`src/rtl/fft16_frame_ctrl.sv`:
```
// fft16_frame_ctrl: gathers a 16-sample frame into a staging bank, kicks a
// 16-point FFT, waits for completion with a watchdog and streams out the bins.
module fft16_frame_ctrl #(
  parameter int N       = 16,
  parameter int TIMEOUT = 1024
) (
  input  logic         i_clk,
  input  logic         i_rst_n,
  input  logic         i_s_valid,
  output logic         o_s_ready,
  input  logic [N-1:0] i_s_re,
  input  logic [N-1:0] i_s_im,
  output logic         o_load_en,
  output logic [3:0]   o_load_idx,
  output logic [N-1:0] o_load_re,
  output logic [N-1:0] o_load_im,
  output logic         o_bank_we,
  output logic         o_fft_start,
  input  logic         i_fft_done,
  output logic [3:0]   o_rd_idx,
  input  logic [N-1:0] i_rd_re,
  input  logic [N-1:0] i_rd_im,
  output logic         o_m_valid,
  input  logic         i_m_ready,
  output logic [N-1:0] o_m_re,
  output logic [N-1:0] o_m_im,
  output logic         o_m_last,
  output logic         o_frame_done,
  output logic         o_err,
  output logic         o_busy
);
  localparam int WW = $clog2(TIMEOUT + 1);
  typedef enum logic [2:0] {IDLE, LOAD, COMMIT, START, WAIT, UNLOAD} state_t;
  state_t state, state_nxt;
  logic [3:0]    cnt;
  logic [WW-1:0] wcnt;
  logic          xfer, beat, unload, tmo;
  assign unload = state == UNLOAD;
  assign xfer   = i_s_valid && o_s_ready;
  assign beat   = unload && i_m_ready;
  assign tmo    = state == WAIT && !i_fft_done && wcnt == WW'(TIMEOUT - 1);
  always_ff @(posedge i_clk or negedge i_rst_n)
    if (!i_rst_n) state <= IDLE;
    else          state <= state_nxt;
  always_comb begin
    state_nxt = state;
    case (state)
      IDLE:    if (xfer) state_nxt = LOAD;
      LOAD:    if (xfer && cnt == 4'd15) state_nxt = COMMIT;
      COMMIT:  state_nxt = START;
      START:   state_nxt = WAIT;
      WAIT:    state_nxt = i_fft_done ? UNLOAD : tmo ? IDLE : WAIT;
      UNLOAD:  if (beat && cnt == 4'd15) state_nxt = IDLE;
      default: state_nxt = IDLE;
    endcase
  end
  // ready is forced low while reset is held so every output reads 0 in reset
  always_comb begin
    o_s_ready = i_rst_n && (state == IDLE || state == LOAD);
    o_busy    = state != IDLE;
    o_m_valid = unload;
    o_rd_idx  = unload ? cnt : 4'd0;
    o_m_re    = unload ? i_rd_re : '0;
    o_m_im    = unload ? i_rd_im : '0;
    o_m_last  = unload && cnt == 4'd15;
  end
  always_ff @(posedge i_clk or negedge i_rst_n)
    if (!i_rst_n) begin
      cnt          <= '0;
      wcnt         <= '0;
      o_load_en    <= 1'b0;
      o_load_idx   <= '0;
      o_load_re    <= '0;
      o_load_im    <= '0;
      o_bank_we    <= 1'b0;
      o_fft_start  <= 1'b0;
      o_frame_done <= 1'b0;
      o_err        <= 1'b0;
    end else begin
      if (xfer || beat) cnt <= cnt + 4'd1;
      else if (state == WAIT && i_fft_done) cnt <= '0;
      wcnt         <= state == WAIT ? wcnt + 1'b1 : '0;
      o_load_en    <= xfer;
      if (xfer) begin
        o_load_idx <= cnt;
        o_load_re  <= i_s_re;
        o_load_im  <= i_s_im;
      end
      o_bank_we    <= state == COMMIT;
      o_fft_start  <= state == START;
      o_frame_done <= beat && cnt == 4'd15;
      o_err        <= o_err | tmo;
    end
endmodule

```
`config.mk`:
```
export PLATFORM = sky130hd
export DESIGN_NAME = fft16_frame_ctrl
export DESIGN_NICKNAME = d
export VERILOG_FILES = /design/src/rtl/fft16_frame_ctrl.sv
export SDC_FILE = /design/constraint.sdc
export NUM_CORES = 1
export LEC_CHECK = 0
export CAP_MARGIN = 10
export CORE_MARGIN = 1
export CORE_UTILIZATION = 35
export DETAILED_ROUTE_END_ITERATION = 12
export GPL_ROUTABILITY_DRIVEN = 0
export PLACE_DENSITY = 0.76
export REMOVE_ABC_BUFFERS = 1
export SYNTH_ARGS = -nofsm -noshare
export SYNTH_HDL_FRONTEND = slang
export SYNTH_SLANG_ARGS = --single-unit
```
`constraint.sdc`:
```
create_clock -name i_clk -period 1.4 [get_ports i_clk]
set_clock_uncertainty 0.1 [all_clocks]
set_input_delay 0.42 -clock i_clk [delete_from_list [all_inputs] [get_ports i_clk]]
set_output_delay 0.42 -clock i_clk [all_outputs]
set_load 0.01 [all_outputs]
```
# Yosys cells after proc, flatten, opt, wreduce, memory -nomap -nowiden
# Cells that the tools add are included.
dict set report op_classes {
  add_sub_neg 2
  n_mux 12
  n_eq_ne 10
  bitwise_logic 1
  n_reduce_logical 16
}
# operator count
set ops {}
lappend ops {{$mux W16} 2}
lappend ops {{$pmux W3 S6} 1}
lappend ops {{$mux W3} 5}
lappend ops {{$mux W4} 3}
lappend ops {{$add A11 B1 Y11 const B} 1}
lappend ops {{$eq A11 B10 Y1 const B} 1}
lappend ops {{$mux W11} 1}
lappend ops {{$logic_and A1 B1 Y1} 9}
lappend ops {{$eq A3 B2 Y1 const B} 2}
lappend ops {{$eq A3 B3 Y1 const B} 2}
lappend ops {{$add A4 B1 Y4 const B} 1}
lappend ops {{$eq A4 B4 Y1 const B} 1}
lappend ops {{$ne A2 B2 Y1 const B} 2}
lappend ops {{$eq A3 B1 Y1 const B} 1}
lappend ops {{$logic_not A3 Y1} 1}
lappend ops {{$reduce_and A3 Y1} 1}
lappend ops {{$reduce_bool A3 Y1} 1}
lappend ops {{$logic_or A1 B1 Y1} 2}
lappend ops {{$ne A2 B1 Y1 const B} 1}
lappend ops {{$reduce_bool A2 Y1} 1}
lappend ops {{$logic_not A1 Y1} 1}
lappend ops {{$or A1 B1 Y1} 1}
dict set report totals {
  reg_bits 59
  elab_cells 52
  output_inout_bits 81
  in_bits 69
}

# Depth between registers and ports, before layout
# Gate-level depths: netlist of run 1.
dict set report depth {
  word_depth 7
  ltp_mapped 6
  ltp_nobuf 4
}

# Worst setup path before layout of run 1
# No wires, ideal clock.
dict set report synth_timing {
  path_type {flip-flop to output port}
  startpoint {register state[1]}
  endpoint {output port o_m_last}
  t_required_ps 880
  n_path_buf 1
  arrival_time_ps 1052
  slack_ps -172
  stages_incl_launch_ff 4
  cell_sequence {dfrtp_1 -> nor2b_2 -> clkbuf_1 -> and3_1}
}
dict set report synth_via {
  elab_chain_len 2
}
# element line
set synth_lines {}
lappend synth_lines {{start, declared} 34} ;# state_t state, state_nxt;
lappend synth_lines {{start signal, assigned} 44} ;# else state <= state_nxt;
lappend synth_lines {{$eq A3 B3 Y1} 38} ;# assign unload = state == UNLOAD;
lappend synth_lines {{$logic_and A1 B1 Y1} 65} ;# o_m_last = unload && cnt == 4'd15;
lappend synth_lines {{end, declared} 27} ;# output logic o_m_last,
# Every way passes these cells.

# Worst setup path in the final report of run 1
dict set report layout_timing {
  startpoint {register state[1]}
  endpoint {output port o_m_re[7]}
}
dict set report layout_via {
  elab_chain_len 2
}
# element line
set layout_lines {}
lappend layout_lines {{$eq A3 B3 Y1} 38}
lappend layout_lines {{$mux W16} 63} ;# o_m_re = unload ? i_rd_re : '0;
lappend layout_lines {{end, declared} 25} ;# output logic [N-1:0] o_m_re,
# Every way passes these cells.

==> qor.csv, run 1 <==
metric,value,unit
arrival,1.51,ns
p_sw,0.003294,W
ys_seq_area_share,53.08,%
num_io_pins,150,
die-width,91.15,um
period_share,144.7,%
cts-root-buf,clkbuf_8,
dr.pass1.iters,4,
p_int,0.006248,W
synth_area,0.002781,sq mm
r2r_slack,-0.34,ns
fin_area,0.005678,sq mm
path_clk_slew,0.07,ns
start_kind,flip-flop,
cts_buffers,9,
period_minus_slack,2.026,ns
hp-class,in -> async,
power_frac_clock,20.0,%
grt_pass1_wl,15190,um
cts.path.max_buffers,2,
grtUsageTotal,23.42,%
antenna_found_initial,0,
rsz0062_at_grt,true,
syn2layout_area_growth,104.1,%
fp.dieArea,0.008307,sq mm
violations,negative setup slack,
whs,0.1888,ns
tritoncts,done,
status,finished with violations,
worstRegToRegCells,7,
rows,32,
ys_warn_count,0,
synth_common_cells,"112 x nand2_1, 59 x dfrtp_1, 39 x and3_1",
setup_viol,98,
grt_pass1_vias,3031,
drc,0,
yosysMostFrequentCell,nand2_1,
viasPerCell,4.981,
clk_latency,0.34,ns
path_max_fanout,7,
path_class,reg -> out,
synth_top_area_share,53.08,%
ys_top_cells_by_area,"dfrtp_1 53%, nand2_1 15%, and3_1 8.8%, buf_2 1.8%, a21oi_1 1.3%",
grt_overflow_total,0,
layout.nets,599,
syn_area_per_cell,9.090,sq um
synth.distinct_cells,45,
routed_wirelength,10780,um
coreArea,0.007687,sq mm
clock_sinks,59,
relSlewSlack,71.55,%
synth-seq-cells,59,
tightest_slew,0.4268,ns
rr_startpoint,state[0],
drive_above_1_share,55.35,%
initial_core_util,36.18,%
worst_slack,-0.6258,ns
rr_endpoint,cnt[0],
dp_hpwl,5876,um
crit_path_end_kind,primary output,
io_buffers,149,
p_leak,2.938,nW
htree_num_levels,3,
combPwrFrac,53.2,%
synth_edf_count,0,
vias,3163,
yosysTopAreaCell,dfrtp_1,
maxCapViolations,0,
routedWlPerCell,16.97,um
drt_iter0_markers,124,
finalHoldViolations,0,
critPathRequiredTime,0.88,ns
grt_max_degree,33,
dpl-instance-area,0.004648,sq mm
p_sw_share,34.52,%
setup_tns,-35.72,ns
ant_nets,0,
pwr-share-seq,26.8,%
fmax,0.4936,GHz
antenna_cells,0,
peakVddDrop,1.035,mV
power_density,1681,mW/mm^2
die_h,91.15,um
async_reset_ff_share,100.0,%
slew_viol_final,0,
synth_flop_cell,dfrtp_1,
syn_inst,306,
[repair_timing]
item                       CTS  global route
gates cloned                 7             3
resized for setup          422           112
setup buffers               20            22
setup endpoints to repair  134           130
pin swaps                   72            42
hold buffers                 0             0
[flip-flops by register name (all words and copies together) (netlist names)]
| name | cells |
|---|---|
| o_fft_start | 1 |
| cnt | 4 |
| o_frame_done | 1 |
| o_load_re | 16 |
| state | 3 |
| o_err | 1 |
| o_bank_we | 1 |
| o_load_im | 16 |
| wcnt | 11 |
| o_load_en | 1 |
| o_load_idx | 4 |
[layout make-up]
cell class,instances,area (sq um)
clock buffer,11,141.4
clock inverter,5,100.1
fill,515,2009
inverter,3,13.76
multi-input combinational,223,1659
sequential,59,1478
tap,102,127.6
timing repair buffer,232,2158
[logic make-up after synthesis]
| logic type | Yosys count | synth area share (%) |
|---|---|---|
| mux | 1 | 0.4048 |
| compound gates | 26 | 6.793 |
| buf+inv | 24 | 4.364 |
| xor+xnor | 3 | 0.9448 |
| simple gates | 191 | 33.51 |
| flops | 59 | 53.08 |
| fa+ha+maj | 2 | 0.8995 |
[per-layer routing]
metal  wire length (um)  global-route usage (%)
met5                  0                       0
met4                307                   7.540
met3                620                   5.695
met2               5462                   38.64
met1               4389                   30.23
[power by group through the flow]
| stage | combinational [W] | clock (W) | sequential, W |
|---|---|---|---|
| finish | 0.00508 | 0.00191 | 0.00255 |
| global route | 0.00539 | 0.00201 | 0.00261 |
| CTS | 0.00395 | 0.00192 | 0.00252 |
| detailed placement | 0.00383 | 0 | 0.00252 |
| global placement | 0.00376 | 0 | 0.00251 |
| floorplan | 0.00110 | 0 | 0.00281 |
[how the worst max path moves through the flow]
stage,startpoint,end,slack (ns),cells past startpoint
final,state[1],o_m_re[7],-0.63,5
after global routing,state[1],o_m_re[7],-0.67,5
after CTS,state[1],o_rd_idx[2],-0.58,4
after detailed placement,i_rd_im[11],o_m_im[11],-0.71,3
after global placement,i_rd_re[15],o_m_re[15],-0.70,3
after floorplan,state[2],cnt[2],-1.74,4
[worst max-delay path, cell delays in order, from the launching register on]
cell	delay, ns
dfrtp_1	0.41
nor2b_4	0.15
buf_12	0.15
clkbuf_16	0.15
and3_1	0.17
buf_2	0.14
[layout by cell type, fill, tap and decap left out, types with 5 or more instances in the layout]
| cell type | n |
|---|---|
| and3_1 | 25 |
| buf_2 | 57 |
| nand3_1 | 5 |
| buf_12 | 10 |
| dfrtp_1 | 58 |
| buf_4 | 51 |
| nand2_1 | 37 |
| nand2_2 | 56 |
| clkbuf_8 | 10 |
| buf_6 | 38 |
| nand2_4 | 19 |
| and3_4 | 14 |
| a21oi_2 | 6 |
| clkdlybuf4s50_1 | 66 |
[through the flow]
stage               utilization (%)  power, W  cells  setup WS (ns)
floorplan                         -  0.003910    285         -1.738
global placement              60.47  0.006267    577        -0.7023
detailed placement            60.47  0.006350    577        -0.7077
CTS                           67.17  0.008399    617        -0.5820
global route                  73.86   0.01001    635        -0.6723
finish                        73.86  0.009543    635        -0.6258
No activity file was read; power rests on OpenSTA's default activity.
==> run 2, diff against run 1 <==
PLACE_DENSITY = 0.85   (was 0.76)
==> run 2 against run 1 <==
Net effect: the run still ends with negative setup slack left; design area increased by 1.7%; sequential share of layout area decreased by 0.43 points; critical endpoint is now o_m_im[12]; critical path type unchanged; die area unchanged; total power is 0.98% higher; setup slack lost 0.10 ns; maximum frequency fell by 4.7%; worst hold slack better by 0.12 ns; wire length increased by 11%; critical path depth is 1 higher.
==> qor.csv, run 2 (synthesis gave the netlist of run 1 again) <==
metric,value,unit,change
status,finished with violations,,
violations,negative setup slack,,
relSlewSlack,60.57,%,-11 points
power_density,1669,mW/mm^2,-0.68%
drive_above_1_share,54.78,%,-0.56 points
maxCapViolations,0,,unchanged
fin_area,0.005773,sq mm,+1.7%
peakVddDrop,0.9428,mV,-8.9%
fillers,492,,-4.5%
tritoncts,done,,
start_kind,flip-flop,,
dpl-instance-area,0.004638,sq mm,-0.22%
clk_latency,0.34,ns,about the same
fp.dieArea,0.008307,sq mm,unchanged
routed_wirelength,12000,um,+11%
io_buffers,149,,unchanged
clock_sinks,59,,unchanged
preCtsSetupSlack,-0.7184,ns,-0.01064 ns
p_leak,2.899,nW,-1.3%
slew_viol_final,0,,unchanged
num_io_pins,150,,unchanged
setup_viol,102,,+4.1%
period_minus_slack,2.127,ns,+0.1009 ns
dp_hpwl,6001,um,+2.1%
grt_max_degree,46,,+39%
vias,3233,,+2.2%
tightest_slew,0.5915,ns,+0.1647 ns
antenna_cells,0,,unchanged
die-width,91.15,um,unchanged
crit_path_end_kind,primary output,,
finalHoldViolations,0,,unchanged
path_max_fanout,8,,+1
rsz0062_at_grt,true,,
final_cells,635,,unchanged
grt_pass1_wl,17050,um,+12%
drc,0,,unchanged
viasPerCell,5.091,,+2.2%
htree_num_levels,3,,unchanged
grt_overflow_total,0,,unchanged
grt_pass1_vias,3400,,+12%
fmax,0.4702,GHz,-4.7%
rows,32,,unchanged
hp-class,in -> async,,
initial_core_util,36.18,%,unchanged
total_power,0.009636,W,+0.98%
setup_tns,-45.83,ns,-10.11 ns
dr.pass1.iters,5,,+1
routedWlPerCell,18.90,um,+11%
drt_iter0_markers,194,,+56%
worst_slack,-0.7267,ns,-0.1009 ns
dp.cells,574,,-0.52%
arrival,1.61,ns,+0.10 ns
layout_common_cells,"67 x clkdlybuf4s50_1, 58 x dfrtp_1, 51 x buf_6, 49 x buf_4, 48 x nand2_1",,
cts.path.max_buffers,2,,unchanged
final_common_cell,clkdlybuf4s50_1,,
cts-root-buf,clkbuf_8,,
reg_top3,"o_load_im: 16 flops, o_load_re: 16 flops, wcnt: 11 flops",,
path_clk_slew,0.07,ns,about the same
path_class,reg -> out,,
critPathRequiredTime,0.88,ns,about the same
antenna_found_initial,0,,unchanged
cts_buffers,9,,unchanged
coreArea,0.007687,sq mm,unchanged
die_h,91.15,um,unchanged
syn2layout_area_growth,107.6,%,
ant_nets,0,,unchanged
layout.nets,599,,unchanged
period_share,151.9,%,+7.2 points
grtUsageTotal,26.37,%,+2.9 points
run 2: routing by layer:
metal / part of all wire [%] / global-route usage [%]
met2: 55 / 46.46
met4: 2.0 / 11.64
met3: 5.6 / 7.035
met5: 0 / 0
met1: 37 / 29.87
run 2: stage by stage:
step           util [%]  hold WS [ns]
6_report          75.10        0.3113
5_1_grt           75.10        0.3501
4_1_cts           68.23        0.3082
3_5_place_dp      60.34        0.3518
3_3_place_gp      60.34        0.3319
2_1_floorplan         -       0.02441
run 2: path summary, 6_finish.rpt:
check / start / end / cells after the start / slack (ns)
max in group asynchronous: i_rst_n / state[2] / 3 / 0.23
worst min register to register: o_load_re[0] / o_load_re[0] / 2 / 0.38
worst max register to register: state[2] / cnt[3] / 7 / -0.51
min in group i_clk: o_load_re[0] / o_load_re[0] / 2 / 0.38
worst min-delay path: i_rst_n / cnt[2] / 3 / 0.31
worst max-delay path: state[0] / o_m_im[12] / 6 / -0.73
run 2: critical path: stages (launching register included):
cell	delay (ns)
dfrtp_1	0.39
nor2b_4	0.23
buf_6	0.14
buf_12	0.10
buf_16	0.11
and3_4	0.19
buf_6	0.10
run 2: final cells by class:
type | count | area, sq um | share of cell area, %
Clock inverter | 2 | 35.03 | 0.6068
Clock buffer | 14 | 152.6 | 2.644
Tap cell | 102 | 127.6 | 2.211
Multi-Input combinational cell | 223 | 1697 | 29.39
Inverter | 3 | 16.27 | 0.2818
Sequential cell | 59 | 1478 | 25.60
Timing Repair Buffer | 232 | 2267 | 39.27
run 2: report_power, final:
part           switching (W)  internal [W]  total, W
Combinational        0.00245       0.00307   0.00552
Sequential          0.000342       0.00221   0.00255
Clock               0.000684      0.000872   0.00156
Total                0.00348       0.00616   0.00964
run 2: timing repair:
action / 4_1_cts / 5_1_grt
gates cloned: 9 / 1
hold buffers: 2 / 0
pin swaps: 72 / 58
hold endpoints to repair: 8 / 0
buffers inserted: 20 / 21
setup endpoints to repair: 136 / 127
gates resized for setup: 428 / 115
==> run 3, diff against run 2 <==
CAP_MARGIN = 5   (was 10)
CORE_MARGIN = 1.5   (was 1)
RECOVER_POWER = 25   (was default)
==> run 3 against run 2 <==
Net effect: the run still ends with negative setup slack left; design area shrank 3.3%; sequential cell count is the same; sequential power is essentially flat; critical path type unchanged; critical endpoint is now o_busy; largest cell class unchanged; largest power group unchanged.
==> qor.csv, run 3 (synthesis gave the netlist of run 1 again) <==
metric,value,unit,change
status,finished with violations,,
violations,negative setup slack,,
fp.dieArea,0.008491,sq mm,+2.2%
r2r_slack,-0.50,ns,about the same
viasPerCell,5.022,,-1.4%
period_share,142.0,%,-9.9 points
clk_latency,0.33,ns,about the same
layout_common_cells,"105 x nand2_1, 66 x clkdlybuf4s50_1, 61 x buf_2, 58 x dfrtp_1, 56 x buf_4",,
final_common_cell,nand2_1,,
fillers,519,,+5.5%
fmax,0.5031,GHz,+7.0%
io_buffers,149,,unchanged
critPathRequiredTime,0.88,ns,about the same
total_power,0.008975,W,-6.9%
drc,0,,unchanged
rr_startpoint,state[1],,
num_io_pins,150,,unchanged
dp_hpwl,5854,um,-2.4%
maxCapViolations,0,,unchanged
setup_viol,95,,-6.9%
routedWlPerCell,17.23,um,-8.8%
final_util,72.28,%,-2.8 points
p_leak,2.896,nW,about the same
peakVddDrop,1.101,mV,+17%
cp-startpoint,state[1],,
syn2layout_area_growth,100.8,%,
initial_core_util,35.99,%,-0.19 points
worstRegToRegCells,8,,+1
rows,32,,unchanged
grt_pass1_wl,15860,um,-7.0%
hp-class,in -> async,,
grt_overflow_total,0,,unchanged
crit_path_end_kind,primary output,,
antenna_cells,0,,unchanged
cts_buffers,9,,unchanged
cts-root-buf,clkbuf_8,,
path_clk_slew,0.07,ns,about the same
ant_nets,0,,unchanged
endpoint,o_busy,,
relSlewSlack,59.34,%,-1.2 points
die-width,92.15,um,+1.1%
drt_iter0_markers,104,,-46%
slew_viol_final,0,,unchanged
antenna_found_initial,0,,unchanged
power_density,1607,mW/mm^2,-3.7%
tightest_slew,0.6099,ns,+0.01839 ns
vias,3239,,+0.19%
path_class,reg -> out,,
finalHoldViolations,0,,unchanged
grt_pass1_vias,3059,,-10%
rr_endpoint,cnt[3],,
path_max_fanout,4,,-4
clock_sinks,59,,unchanged
worst_slack,-0.5877,ns,+0.1390 ns
die_h,92.15,um,+1.1%
layout.nets,610,,+1.8%
period_minus_slack,1.988,ns,-0.1390 ns
htree_num_levels,3,,unchanged
arrival,1.47,ns,-0.14 ns
routed_wirelength,11110,um,-7.4%
drive_above_1_share,44.01,%,-11 points
grt_max_degree,47,,+2.2%
rsz0062_at_grt,true,,
coreArea,0.007727,sq mm,+0.52%
dr.pass1.iters,4,,-1
grtUsageTotal,24.10,%,-2.3 points
tritoncts,done,,
cts.path.max_buffers,2,,unchanged
start_kind,flip-flop,,
reg_top3,"o_load_im: 16 flops, o_load_re: 16 flops, wcnt: 11 flops",,
[run 3: cell count changes in the layout (fill, tap and decap cells not counted), moves of 7 or more]
cell,previous run,this run
and3_1,11,25
and3_4,28,14
buf_2,42,61
buf_4,49,56
buf_6,51,28
nand2_1,48,105
nand2_2,44,6
nand2_4,20,1
[run 3: critical path, stage by stage, from the launching register on]
cell     delay, ns
dfrtp_1       0.42
buf_4         0.15
buf_6         0.12
or3_1         0.30
buf_2         0.14
[run 3: worst min path at each step]
| stage | slack [ns] | startpoint | to | cells past startpoint |
|---|---|---|---|---|
| 2_1_floorplan | 0.02 | i_rst_n | cnt[0] | 0 |
| 3_3_place_gp | 0.34 | o_err | o_err | 1 |
| 3_5_place_dp | 0.36 | o_err | o_err | 1 |
| 4_1_cts | 0.01 | i_rst_n | cnt[2] | 2 |
| 5_1_grt | 0.18 | i_rst_n | cnt[2] | 2 |
| 6_report | 0.17 | i_rst_n | cnt[2] | 2 |
[run 3: layer usage]
layer	up-vias	global-route usage, %	share of wire [%]
li1	1498	-	-
met1	1591	30.06	40
met2	123	41.85	52
met3	27	6.219	5.8
met4	0	5.256	2.2
met5	-	0	0
[run 3: what timing repair did]
item,CTS,global route
resized for setup,378,58
cloned,12,0
hold buffers,0,0
buffers inserted,20,32
pin swaps,9,16
endpoints found under the setup margin,136,125
[run 3: final cells by class]
cell class	instances	area (sq um)	area share [%]
timing repair buffer	243	2369	42.41
sequential	59	1478	26.46
multi-input combinational	223	1400	25.07
clock buffer	14	192.7	3.450
tap	102	127.6	2.285
inverter	3	13.76	0.2464
clock inverter	1	5.005	0.08961
[run 3: metrics by stage]
step                      cells  setup TNS (ns)  worst slack [ns]  area (sq um)  hold WS [ns]
after global placement      570          -45.09           -0.6825          4608        0.3449
final                       645          -43.99           -0.5877          5585        0.1695
after detailed placement    570          -47.83           -0.7215          4608        0.3572
after global routing        645          -49.75           -0.6247          5585        0.1829
after floorplan             285          -81.18            -1.738          2671       0.02441
after CTS                   617          -39.04           -0.5776          5187       0.01368
[run 3: power breakdown]
group	switching, W	internal [W]
Sequential	0.000323	0.00221
Combinational	0.00214	0.00277
Clock	0.000662	0.000873
Total	0.00312	0.00585
